===== config.mk =====
export PLATFORM = sky130hd
export DESIGN_NAME = sparse_chunk_writer
export DESIGN_NICKNAME = d
export VERILOG_FILES = /design/src/rtl/npu_mem_pkg.sv /design/src/rtl/sparse_beat_compactor.sv /design/src/rtl/sparse_chunk_writer.sv
export SDC_FILE = /design/constraint.sdc
export NUM_CORES = 1
export LEC_CHECK = 0
export ABC_AREA = 1
export CORE_AREA = 2 2 220 222
export DETAILED_ROUTE_END_ITERATION = 8
export DIE_AREA = 0 0 222 224
export SKIP_CTS_REPAIR_TIMING = 1
export SYNTH_ARGS = -nofsm -noshare
export SYNTH_HDL_FRONTEND = slang
export SYNTH_SLANG_ARGS = --single-unit

===== constraint.sdc =====
create_clock -name clk_i -period 2 [get_ports clk_i]
set_input_delay 0.3 -clock clk_i [delete_from_list [all_inputs] [get_ports clk_i]]
set_output_delay 0.3 -clock clk_i [all_outputs]
set_load 0.01 [all_outputs]

===== src/rtl/npu_mem_pkg.sv =====
// ============================================================================
// Module   : npu_mem_pkg
// Purpose  : Shared defaults, derived count widths and the write-FSM state
//            encoding for the compute-cluster memory load path.
// Revision : 1.0 - initial release
// ============================================================================
`default_nettype none

package npu_mem_pkg;

    localparam int BUS_SIZE_DEFAULT       = 32;
    localparam int WR_DAT_CYC_NUM_DEFAULT = 4;
    localparam int SRAM_NUM_DEFAULT       = 16;

    localparam int DAT_CNT_W_DEFAULT    = $clog2(WR_DAT_CYC_NUM_DEFAULT);
    localparam int CHUNK_W_DEFAULT      = $clog2(SRAM_NUM_DEFAULT);
    localparam int NUM_CHUNKS_W_DEFAULT = CHUNK_W_DEFAULT + 1;

    typedef enum logic [1:0] {
        ST_IDLE = 2'd0,
        ST_RUN  = 2'd1,
        ST_DONE = 2'd2
    } wr_state_t;

endpackage

`default_nettype wire


===== src/rtl/sparse_beat_compactor.sv =====
// ============================================================================
// Module   : sparse_beat_compactor
// Purpose  : Combinational sparsemap + prefix-popcount lane compaction of one
//            dense beat. Macro SPARSE_ENCODE_EN selects compaction; when it is
//            undefined the beat bypasses with an all-ones sparsemap.
// Revision : 1.0 - initial release
// ============================================================================
`default_nettype none

module sparse_beat_compactor
    import npu_mem_pkg::*;
#(
    parameter int BUS_SIZE = BUS_SIZE_DEFAULT
) (
    input  logic [BUS_SIZE*8-1:0] dense_dat_i,
    output logic [BUS_SIZE-1:0]   sparsemap_o,
    output logic [BUS_SIZE*8-1:0] packed_o
);

`ifdef SPARSE_ENCODE_EN
    // Each nonzero byte lands in the lane equal to the count of nonzero bytes below it.
    always_comb begin
        int unsigned w_lane;
        sparsemap_o = '0;
        packed_o    = '0;
        w_lane      = 0;
        for (int k = 0; k < BUS_SIZE; k++) begin
            if (dense_dat_i[8*k +: 8] != 8'h00) begin
                sparsemap_o[k]          = 1'b1;
                packed_o[8*w_lane +: 8] = dense_dat_i[8*k +: 8];
                w_lane                  = w_lane + 1;
            end
        end
    end
`else
    assign sparsemap_o = '1;
    assign packed_o    = dense_dat_i;
`endif

endmodule

`default_nettype wire


===== src/rtl/sparse_chunk_writer.sv =====
// ============================================================================
// Module   : sparse_chunk_writer
// Purpose  : Encodes dense beats and drives the SRAM write port for a run of
//            consecutive chunks. Encoding controlled by macro SPARSE_ENCODE_EN.
// Revision : 1.0 - initial release
// ============================================================================
`default_nettype none

module sparse_chunk_writer
    import npu_mem_pkg::*;
#(
    parameter int BUS_SIZE       = BUS_SIZE_DEFAULT,
    parameter int WR_DAT_CYC_NUM = WR_DAT_CYC_NUM_DEFAULT,
    parameter int SRAM_NUM       = SRAM_NUM_DEFAULT
) (
    input  logic                              clk_i,
    input  logic                              rst_i,
    input  logic                              start_i,
    input  logic [$clog2(SRAM_NUM)-1:0]       base_chunk_i,
    input  logic [$clog2(SRAM_NUM):0]         num_chunks_i,
    input  logic [BUS_SIZE*8-1:0]             dense_dat_i,
    input  logic                              dense_valid_i,
    output logic                              dense_ready_o,
    output logic [BUS_SIZE-1:0]               wr_sparsemap_o,
    output logic [BUS_SIZE*8-1:0]             wr_nonzero_data_o,
    output logic                              wr_valid_o,
    output logic [$clog2(WR_DAT_CYC_NUM)-1:0] wr_dat_count_o,
    output logic [$clog2(SRAM_NUM)-1:0]       wr_chunk_count_o,
    output logic                              busy_o,
    output logic                              done_o
);

    localparam int DCW = $clog2(WR_DAT_CYC_NUM);
    localparam int CW  = $clog2(SRAM_NUM);
    localparam logic [DCW-1:0] LAST_BEAT  = DCW'(WR_DAT_CYC_NUM - 1);
    localparam logic [CW-1:0]  LAST_CHUNK = CW'(SRAM_NUM - 1);

    wr_state_t             r_state;
    logic [CW-1:0]         r_chunk;
    logic [CW:0]           r_remaining;
    logic [DCW-1:0]        r_beat;
    logic                  r_ready;
    logic                  r_busy;
    logic                  r_done;
    logic                  r_wr_valid;
    logic [BUS_SIZE-1:0]   r_map;
    logic [BUS_SIZE*8-1:0] r_data;
    logic [DCW-1:0]        r_dat_count;
    logic [CW-1:0]         r_chunk_count;

    logic [BUS_SIZE-1:0]   w_map;
    logic [BUS_SIZE*8-1:0] w_packed;
    logic                  w_accept;

    sparse_beat_compactor #(
        .BUS_SIZE (BUS_SIZE)
    ) u_compactor (
        .dense_dat_i (dense_dat_i),
        .sparsemap_o (w_map),
        .packed_o    (w_packed)
    );

    assign w_accept = dense_valid_i && r_ready;

    always_ff @(posedge clk_i or negedge rst_i) begin
        if (!rst_i) begin
            r_state       <= ST_IDLE;
            r_chunk       <= '0;
            r_remaining   <= '0;
            r_beat        <= '0;
            r_ready       <= 1'b0;
            r_busy        <= 1'b0;
            r_done        <= 1'b0;
            r_wr_valid    <= 1'b0;
            r_map         <= '0;
            r_data        <= '0;
            r_dat_count   <= '0;
            r_chunk_count <= '0;
        end else begin
            r_wr_valid <= 1'b0;
            r_done     <= 1'b0;
            case (r_state)
                ST_IDLE: begin
                    if (start_i) begin
                        r_chunk     <= base_chunk_i;
                        r_remaining <= num_chunks_i;
                        r_beat      <= '0;
                        r_busy      <= 1'b1;
                        if (num_chunks_i == '0) begin
                            r_state <= ST_DONE;
                            r_done  <= 1'b1;
                        end else begin
                            r_state <= ST_RUN;
                            r_ready <= 1'b1;
                        end
                    end
                end
                ST_RUN: begin
                    if (w_accept) begin
                        r_wr_valid    <= 1'b1;
                        r_map         <= w_map;
                        r_data        <= w_packed;
                        r_dat_count   <= r_beat;
                        r_chunk_count <= r_chunk;
                        if (r_beat == LAST_BEAT) begin
                            r_beat      <= '0;
                            r_chunk     <= (r_chunk == LAST_CHUNK) ? '0 : r_chunk + CW'(1);
                            r_remaining <= r_remaining - (CW+1)'(1);
                            // Final beat of the run: completion rides with this write.
                            if (r_remaining == (CW+1)'(1)) begin
                                r_state <= ST_DONE;
                                r_ready <= 1'b0;
                                r_done  <= 1'b1;
                            end
                        end else begin
                            r_beat <= r_beat + DCW'(1);
                        end
                    end
                end
                ST_DONE: begin
                    r_state <= ST_IDLE;
                    r_busy  <= 1'b0;
                end
                default: begin
                    r_state <= ST_IDLE;
                    r_busy  <= 1'b0;
                    r_ready <= 1'b0;
                end
            endcase
        end
    end

    assign dense_ready_o     = r_ready;
    assign busy_o            = r_busy;
    assign done_o            = r_done;
    assign wr_valid_o        = r_wr_valid;
    assign wr_sparsemap_o    = r_map;
    assign wr_nonzero_data_o = r_data;
    assign wr_dat_count_o    = r_dat_count;
    assign wr_chunk_count_o  = r_chunk_count;

endmodule

`default_nettype wire


==> flow_summary.toml, run 1 <==
[power_and_ir_drop]
p_sw_w = 0.00947
seqPwrFrac_pct = 35.1
fin_total_pwr_w = 0.0278
internal_power_w = 0.0183
p_comb_share_pct = 43.2
sw_frac_of_total_pct = 34.1
clkPwrFrac_pct = 21.7
ir_worst_vdd_v = 0.000772
power.density_nw_per_um2 = 1500
leakage_nw = 8.99

[clock_network]
root_buffer = "clkbuf_16"
clk_latency_ns = 0.56
clockBufferDepth = 3
clock-sinks = 280
tritoncts = "yes"
cts_made_buffers = 31
clk_pin_slew_ns = 0.06
ctsHtreeMaxLevel = 1

[critical_path]
cp_slowest_stage_delay_ns = 0.55
path_cells = "buf_12, clkdlybuf4s50_1"
arrival_ns = 1.66
critPathRequiredTime_ns = 1.70
cp_top_family = "buffers and inverters"
path_buf_inv = 2
cp.depth = 2
rr_startpoint = "r_state[1]$_DFFE_PN0P_"
slowest_stage = "clkdlybuf4s50_1"
cp_max_fo = 33
worst-r2r-cell-count = 6
cp-start-kind = "register"
worstSetupEndpointType = "primary output"
worst-setup-path-type = "register to primary output"
r2r_slack_ns = 0.44
r2r_end = "done_o$_DFF_PN0_"

[route]
ant_nets = 0
routed_wl_mm = 37.1
drc = 0
first_iter_violations = 540
viasPerCell = 4.13
num_vias = 10143
wl_per_cell_um = 15.1
firstDrtPassIters = 7

[floorplanning]
ioPinCount = 567
coreArea_um2 = 47300
die_w_um = 222
start_util_pct = 23.3
die_h_um = 224
die-area_um2 = 49700
rows = 80

[sta]
slew_headroom_pct = 70.7
post-route-period-util_pct = 97.8
finalSetupViolations = 0
skew_ns = 0.00865
fin_tns_setup_ns = 0
period_minus_slack_ns = 1.96
hold_violations = 0
fmax_ghz = 0.511
grt_setup_unrepaired = "yes"
timing.final.ws_setup_ns = 0.0435
maxSlewViolCount = 0
worst_pin_slew_ns = 0.439

[global_route]
grt_max_degree = 62
grt_usage_pct = 14.5
grt_pass1_wl_mm = 58.3
antenna_found_initial = 1
grt_pass1_vias = 10388
grt.overflow.total = 0

[final_layout]
antenna_cells = 0
fin_cells = 2458
layout.nets = 2093
drive_gt1_share_pct = 5.21
final_core_util_pct = 39.2
area_delta_synth_final_pct = 67.7

[min_path]
hold_path_class = "input port to async pin"

[synth]
async_reset_ff_share_pct = 100
synth_area_leaders = "dfrtp_1, nand2_1, buf_4"
ys_seq_elements = 280
post-synth-top-count-cell = "nand2_1"
synthesis.area_um2 = 11100
seq_area_frac_synth_pct = 63.4
syn-instance-count = 1276
syn_nets = 1549
synth_edf_count = 0
netlist.area_leader.share_pct = 63.4
yosys_most_used_dff = "dfrtp_1"
yosysWarnings = 0
avgSynthCellArea_um2 = 8.66
yosysTopAreaCell = "dfrtp_1"
yosys-top-cells-count = "nand2_1, dfrtp_1, buf_4"
yosysUniqueCellTypes = 19

[placement]
dp_hpwl_mm = 27.2
placed_cells = 2401
finalWeightedCongestion = 0.834
place_ws_ns = 0.0607
io_buffers = 566

[run_status]
outcome = "completed"

[flow_run]
drv.max_cap_violation_count = 0
logic make-up (layout without fill, tap and decap cells):
group           Yosys count  count (layout)  share of synthesized area, %
buf+inv                 112             679                          5.64
fa+ha+maj                 4               4                         0.453
compound gates           16              16                         0.724
flops                   280             280                          63.4
simple gates            864             864                          29.8
state kept, by name, summed over array words and instances, names as in the netlist:
signal and cells:
r_remaining 5, wr_sparsemap_o 1, dense_ready_o 1, wr_nonzero_data_o 256, wr_dat_count_o 2, wr_valid_o 1
r_state 2, r_beat 2, r_chunk 4, busy_o 1, wr_chunk_count_o 4, done_o 1
layout by cell type (no fill, tap or decap), types with 6 or more instances in the layout:
cell               n
nand2_1          830
clkdlybuf4s50_1  541
dfrtp_1          280
clkbuf_16         31
dlymetal6s2s_1    24
buf_4             23
inv_1             19
o21ai_0           16
nand3_1           14
buf_12            12
nor2_1            10
clkbuf_8          10
clkinv_2           6
worst max path at each step:
stage | startpoint | endpoint | slack (ns)
after floorplan | wr_sparsemap_o[0]$_DFFE_PN0P_ | wr_sparsemap_o[10] | 0.64
after global placement | dense_valid_i | wr_nonzero_data_o[92]$_DFFE_PN0P_ | 0.09
after detailed placement | dense_valid_i | wr_nonzero_data_o[190]$_DFFE_PN0P_ | 0.06
after CTS | wr_sparsemap_o[0]$_DFFE_PN0P_ | wr_sparsemap_o[23] | -0.13
after global routing | wr_sparsemap_o[0]$_DFFE_PN0P_ | wr_sparsemap_o[13] | -0.03
final | wr_sparsemap_o[0]$_DFFE_PN0P_ | wr_sparsemap_o[5] | 0.04
power groups by stage:
stage	clock, W	sequential (W)	combinational (W)
2_1_floorplan	0	0.0108	0.00380
3_3_place_gp	0	0.00974	0.0119
3_5_place_dp	0	0.00979	0.0121
4_1_cts	0.00620	0.00977	0.0122
5_1_grt	0.00644	0.0101	0.0131
6_report	0.00602	0.00975	0.0120
area by class of cell:
type                       count  area, um^2
sequential                   280        7010
fill                        4719       28800
inverter                      21        86.3
clock buffer                  44         925
tap                          615         769
multi-input combinational    884        3430
timing repair buffer         602        6150
clock inverter                12         166
layer usage:
| metal | wire length, um | GRT usage, % | part of all wire [%] |
|---|---|---|---|
| met1 | 15400 | 17.9 | 42 |
| met2 | 17700 | 24.4 | 48 |
| met3 | 3100 | 4.30 | 8.4 |
| met4 | 884 | 4.08 | 2.4 |
| met5 | 13 | 0 | 0.035 |
through the flow:
stage,hold slack [ns],instance area (um^2)
after CTS,-0.345,18500
after detailed placement,0.266,17400
after floorplan,0.00441,11100
after global routing,0.261,18500
after global placement,0.257,17400
final,0.260,18500
No activity file was read; power rests on OpenSTA's default activity.
==> run 2, diff against run 1 <==
--- a/config.mk
+++ b/config.mk
@@ -7,6 +7,7 @@
 export LEC_CHECK = 0
 export ABC_AREA = 1
 export CORE_AREA = 2 2 220 222
+export CTS_BUF_LIST = sky130_fd_sc_hd__clkbuf_2 sky130_fd_sc_hd__clkbuf_4 sky130_fd_sc_hd__clkbuf_8
 export DETAILED_ROUTE_END_ITERATION = 8
 export DIE_AREA = 0 0 222 224
 export SKIP_CTS_REPAIR_TIMING = 1
==> flow_summary.toml, run 2 (synthesis results as in run 1) <==
[sta]
grt_setup_unrepaired = "yes"
post-route-period-util_pct = 99.6
finalSetupViolations = 0
maxSlewViolCount = 0
fin_tns_setup_ns = 0
hold_violations = 0
period_minus_slack_ns = 1.99
worst_pin_slew_ns = 0.442
slew_headroom_pct = 70.5
hold-worst-slack_ns = 0.218
fmax_ghz = 0.502
skew_ns = 0.00839

[floorplanning]
die-area_um2 = 49700
die_h_um = 224
die_w_um = 222
start_util_pct = 23.3
ioPinCount = 567
coreArea_um2 = 47300
rows = 80

[flow_run]
drv.max_cap_violation_count = 0

[clock_network]
tritoncts = "yes"
clockBufferDepth = 3
root_buffer = "clkbuf_8"
clock-sinks = 280
ctsHtreeMaxLevel = 2
cts_made_buffers = 49
clk_latency_ns = 0.60
clk_pin_slew_ns = 0.06

[final_layout]
layout.nets = 2111
largest_reg_flops = 256
mostFrequentLayoutCell = "nand2_1"
fin_cells = 2492
area_delta_synth_final_pct = 68.0
drive_gt1_share_pct = 7.04
final_cell_mix = "nand2_1, clkdlybuf4s50_1, dfrtp_1, clkbuf_8, dlymetal6s2s_1"
fin_area_um2 = 18600
final_core_util_pct = 39.2

[critical_path]
rr_startpoint = "r_state[1]$_DFFE_PN0P_"
r2r_end = "done_o$_DFF_PN0_"
r2r_slack_ns = 0.40
cp-start-kind = "register"
slowest_stage = "clkdlybuf4s50_1"
path_cells = "buf_12, clkdlybuf4s50_1"
critPathRequiredTime_ns = 1.70
worst-setup-path-type = "register to primary output"
cp_top_family = "buffers and inverters"
worstSetupEndpointType = "primary output"
cp_slowest_stage_delay_ns = 0.56
arrival_ns = 1.69
cp_max_fo = 33
path_buf_inv = 2
worst-r2r-cell-count = 6

[route]
num_vias = 10263
routed_wl_mm = 37.6
drc = 0
ant_nets = 0
viasPerCell = 4.12
wl_per_cell_um = 15.1
firstDrtPassIters = 5
first_iter_violations = 586

[global_route]
globalRouteMet2Util_pct = 24.4
antenna_found_initial = 1
grt_pass1_wl_mm = 59.0
grt_pass1_vias = 10549
met1_usage_pct = 18.0
top_usage_layer = "met2"
grt_usage_pct = 14.8
grt.overflow.total = 0
grt_util_met3_pct = 5.55
grt_max_degree = 62

[placement]
placed_area_um2 = 17400
io_buffers = 566
finalWeightedCongestion = 0.834
placed_cells = 2401
dp_hpwl_mm = 27.2

[power_and_ir_drop]
ir_worst_vdd_v = 0.000616
power.density_nw_per_um2 = 1490
leakage_nw = 9.06

[run_status]
outcome = "completed"

[min_path]
hold_path_class = "input port to async pin"
## run 2: cell types whose count changed in the layout (fill, tap and decap cells not counted), sizes merged, moves of 2 or more
cell,previous run,this run
clkinvlp,1,3
clkdlybuf4s50,541,539
clkbuf,44,70
clkinv,6,13
dlymetal6s2s,24,26
## run 2: worst max path at each step
stage	endpoint	cells past startpoint	slack, ns	startpoint
CTS	wr_sparsemap_o[23]	2	-0.21	wr_sparsemap_o[0]$_DFFE_PN0P_
floorplan	wr_sparsemap_o[10]	1	0.64	wr_sparsemap_o[0]$_DFFE_PN0P_
detailed placement	wr_nonzero_data_o[190]$_DFFE_PN0P_	8	0.06	dense_valid_i
global placement	wr_nonzero_data_o[92]$_DFFE_PN0P_	8	0.09	dense_valid_i
global route	wr_sparsemap_o[13]	2	-0.11	wr_sparsemap_o[0]$_DFFE_PN0P_
finish	wr_sparsemap_o[5]	2	0.008	wr_sparsemap_o[0]$_DFFE_PN0P_
## run 2: cell type report
cell class	count	area (um^2)
fill	4730	28800
sequential	280	7010
timing repair buffer	602	6160
multi-input combinational	884	3430
clock buffer	70	938
tap	615	769
clock inverter	19	178
inverter	21	86.3
antenna	1	2.50
## run 2: stage by stage
stage | power, W | setup WS (ns)
finish | 0.0276 | 0.00844
detailed placement | 0.0219 | 0.0607
global placement | 0.0217 | 0.0852
global route | 0.0296 | -0.108
CTS | 0.0281 | -0.212
floorplan | 0.0146 | 0.637
## run 2: per-layer routing
layer / wire length, um / up-vias
met5: 13 / -
met4: 866 / 2
met3: 3250 / 61
met2: 17700 / 417
met1: 15700 / 4833
li1: - / 4950
## run 2: where the power goes
group	internal (W)	total, W	switching [W]
registers	0.00826	0.00975	0.00149
logic	0.00631	0.0120	0.00567
clock network	0.00342	0.00589	0.00247
total	0.0180	0.0276	0.00963
==> run 3, diff against run 2 <==
--- a/config.mk
+++ b/config.mk
@@ -6,11 +6,14 @@
 export NUM_CORES = 1
 export LEC_CHECK = 0
 export ABC_AREA = 1
-export CORE_AREA = 2 2 220 222
+export CORE_ASPECT_RATIO = 1.2
+export CORE_MARGIN = 2
+export CORE_UTILIZATION = 30
 export CTS_BUF_LIST = sky130_fd_sc_hd__clkbuf_2 sky130_fd_sc_hd__clkbuf_4 sky130_fd_sc_hd__clkbuf_8
 export DETAILED_ROUTE_END_ITERATION = 8
-export DIE_AREA = 0 0 222 224
+export REMOVE_ABC_BUFFERS = 1
 export SKIP_CTS_REPAIR_TIMING = 1
 export SYNTH_ARGS = -nofsm -noshare
 export SYNTH_HDL_FRONTEND = slang
+export SYNTH_HIERARCHICAL = 1
 export SYNTH_SLANG_ARGS = --single-unit
==> flow_summary.toml, run 3 <==
[run_status]
outcome = "completed"

[placement]
io_buffers = 566
finalWeightedCongestion = 0.883
placed_cells = 2569
dp_hpwl_mm = 30.1

[synth]
yosys-top-cells-count = "nand2_1, dfrtp_1, buf_4"
post-synth-top-count-cell = "nand2_1"
avgSynthCellArea_um2 = 8.52
netlist.area_leader.share_pct = 55.0
yosysWarnings = 6
yosysUniqueCellTypes = 21
synth_edf_count = 0
async_reset_ff_share_pct = 100
yosys_most_used_dff = "dfrtp_1"
synth_area_leaders = "dfrtp_1, nand2_1, buf_4"
yosysTopAreaCell = "dfrtp_1"
seq_area_frac_synth_pct = 55.0
synthesis.area_um2 = 14200
ys_seq_elements = 311
syn-instance-count = 1661

[critical_path]
cp_max_fo = 2
cp-start-kind = "register"
arrival_ns = 1.60
critPathRequiredTime_ns = 1.70
cp_slowest_stage_delay_ns = 0.65
path_buf_inv = 1
slowest_stage = "clkdlybuf4s50_1"
path_cells = "clkdlybuf4s50_1"
worst-setup-path-type = "register to primary output"
cp_top_family = "buffers and inverters"
worstSetupEndpointType = "primary output"

[power_and_ir_drop]
ir_worst_vdd_v = 0.000787
power.density_nw_per_um2 = 1520
leakage_nw = 9.82
fin_total_pwr_w = 0.0302

[route]
num_vias = 10982
wl_per_cell_um = 15.5
firstDrtPassIters = 5
viasPerCell = 4.13
routed_wl_mm = 41.2
first_iter_violations = 467
ant_nets = 0
drc = 0

[global_route]
antenna_found_initial = 1
grt_pass1_vias = 11475
grt_max_degree = 95
grt.overflow.total = 0
grt_pass1_wl_mm = 64.1
grt_usage_pct = 16.5

[flow_run]
drv.max_cap_violation_count = 0

[clock_network]
clk_latency_ns = 0.62
clock-sinks = 311
clk_pin_slew_ns = 0.07
clockBufferDepth = 3
cts_made_buffers = 54
tritoncts = "yes"
root_buffer = "clkbuf_8"
ctsHtreeMaxLevel = 2

[final_layout]
largest_reg_flops = 256
fin_cells = 2660
final_cell_mix = "nand2_1, clkdlybuf4s50_1, dfrtp_1, clkbuf_8, conb_1"
area_delta_synth_final_pct = 40.1
mostFrequentLayoutCell = "nand2_1"
drive_gt1_share_pct = 6.88
layout.nets = 2276

[sta]
grt_setup_unrepaired = "no"
finalSetupViolations = 0
fmax_ghz = 0.527
maxSlewViolCount = 0
fin_tns_setup_ns = 0
post-route-period-util_pct = 94.8
hold_violations = 0
skew_ns = 0.0251
period_minus_slack_ns = 1.90
hold-worst-slack_ns = 0.213

[floorplanning]
ioPinCount = 567
rows = 87
die_h_um = 242
start_util_pct = 30.3
die-area_um2 = 49000
die_w_um = 202
coreArea_um2 = 46800

[min_path]
hold_path_class = "input port to register"
-- run 3: cell count changes in the layout (fill, tap and decap cells not counted), moves of 5 or more --
| cell | previous run | this run |
|---|---|---|
| clkdlybuf4s50_1 | 539 | 565 |
| buf_4 | 23 | 29 |
| clkinv_2 | 13 | 0 |
| clkbuf_4 | 4 | 20 |
| conb_1 | 0 | 32 |
| dlymetal6s2s_1 | 26 | 0 |
| nor2_1 | 10 | 5 |
| nand2_1 | 830 | 915 |
| dfrtp_1 | 280 | 311 |
-- run 3: metrics by stage --
stage	setup slack (ns)	instance area [um^2]	utilization (%)
2_1_floorplan	-5.88	11700	-
3_3_place_gp	0.0921	18700	40.0
3_5_place_dp	0.103	18700	40.0
4_1_cts	0.0220	19800	42.4
5_1_grt	0.0211	19800	42.4
6_report	0.104	19800	42.4
-- run 3: area by class of cell --
cell class              count  area (um^2)
flip-flops and latches    311         7780
clock inverters             4         76.3
inverters                  23         93.8
diodes                      1         2.50
fillers                  4626        27000
repair buffers            610         6180
multi-input cells        1003         3880
clock buffers              85         1040
well taps                 623          779
-- run 3: logic make-up after synthesis --
family	after synthesis	share of synthesized area, %
AO/OA/AOI/OAI	21	0.742
AND/OR/NAND/NOR	945	25.4
buffers and inverters	378	18.5
XOR/XNOR	1	0.0619
other	1	0.0265
adder cells (fa/ha/maj)	4	0.353
flip-flops	311	55.0
-- run 3: final timing paths --
check / cells past startpoint / slack (ns) / start / to
min: 3 / 0.21 / dense_dat_i[144] / wr_nonzero_data_o[144]$_DFFE_PN0P_
max reg2reg: 8 / 0.35 / r_state[0]$_DFFE_PN0P_ / wr_nonzero_data_o[27]$_DFFE_PN0P_
max in group asynchronous: 3 / 1.04 / rst_i / wr_nonzero_data_o[224]$_DFFE_PN0P_
min in group asynchronous: 2 / 0.23 / rst_i / wr_nonzero_data_o[145]$_DFFE_PN0P_
min reg2reg: 2 / 0.47 / wr_nonzero_data_o[167]$_DFFE_PN0P_ / wr_nonzero_data_o[167]$_DFFE_PN0P_
max: 1 / 0.10 / wr_nonzero_data_o[224]$_DFFE_PN0P_ / wr_nonzero_data_o[224]
-- run 3: power by group --
| group | total (W) | switching, W | leakage (nW) | internal [W] |
|---|---|---|---|---|
| Clock | 0.00613 | 0.00259 | 0.592 | 0.00353 |
| Sequential | 0.0108 | 0.00166 | 3.90 | 0.00918 |
| Combinational | 0.0132 | 0.00629 | 5.32 | 0.00691 |
| Total | 0.0302 | 0.0105 | 9.82 | 0.0196 |
-- run 3: metal layers --
metal / share of wire, % / up-vias / global-route usage (%)
met5: 0 / - / 0
met4: 4.4 / 0 / 7.77
met3: 7.4 / 102 / 4.52
li1: - / 5359 / -
met1: 39 / 5089 / 19.1
met2: 49 / 432 / 28.4
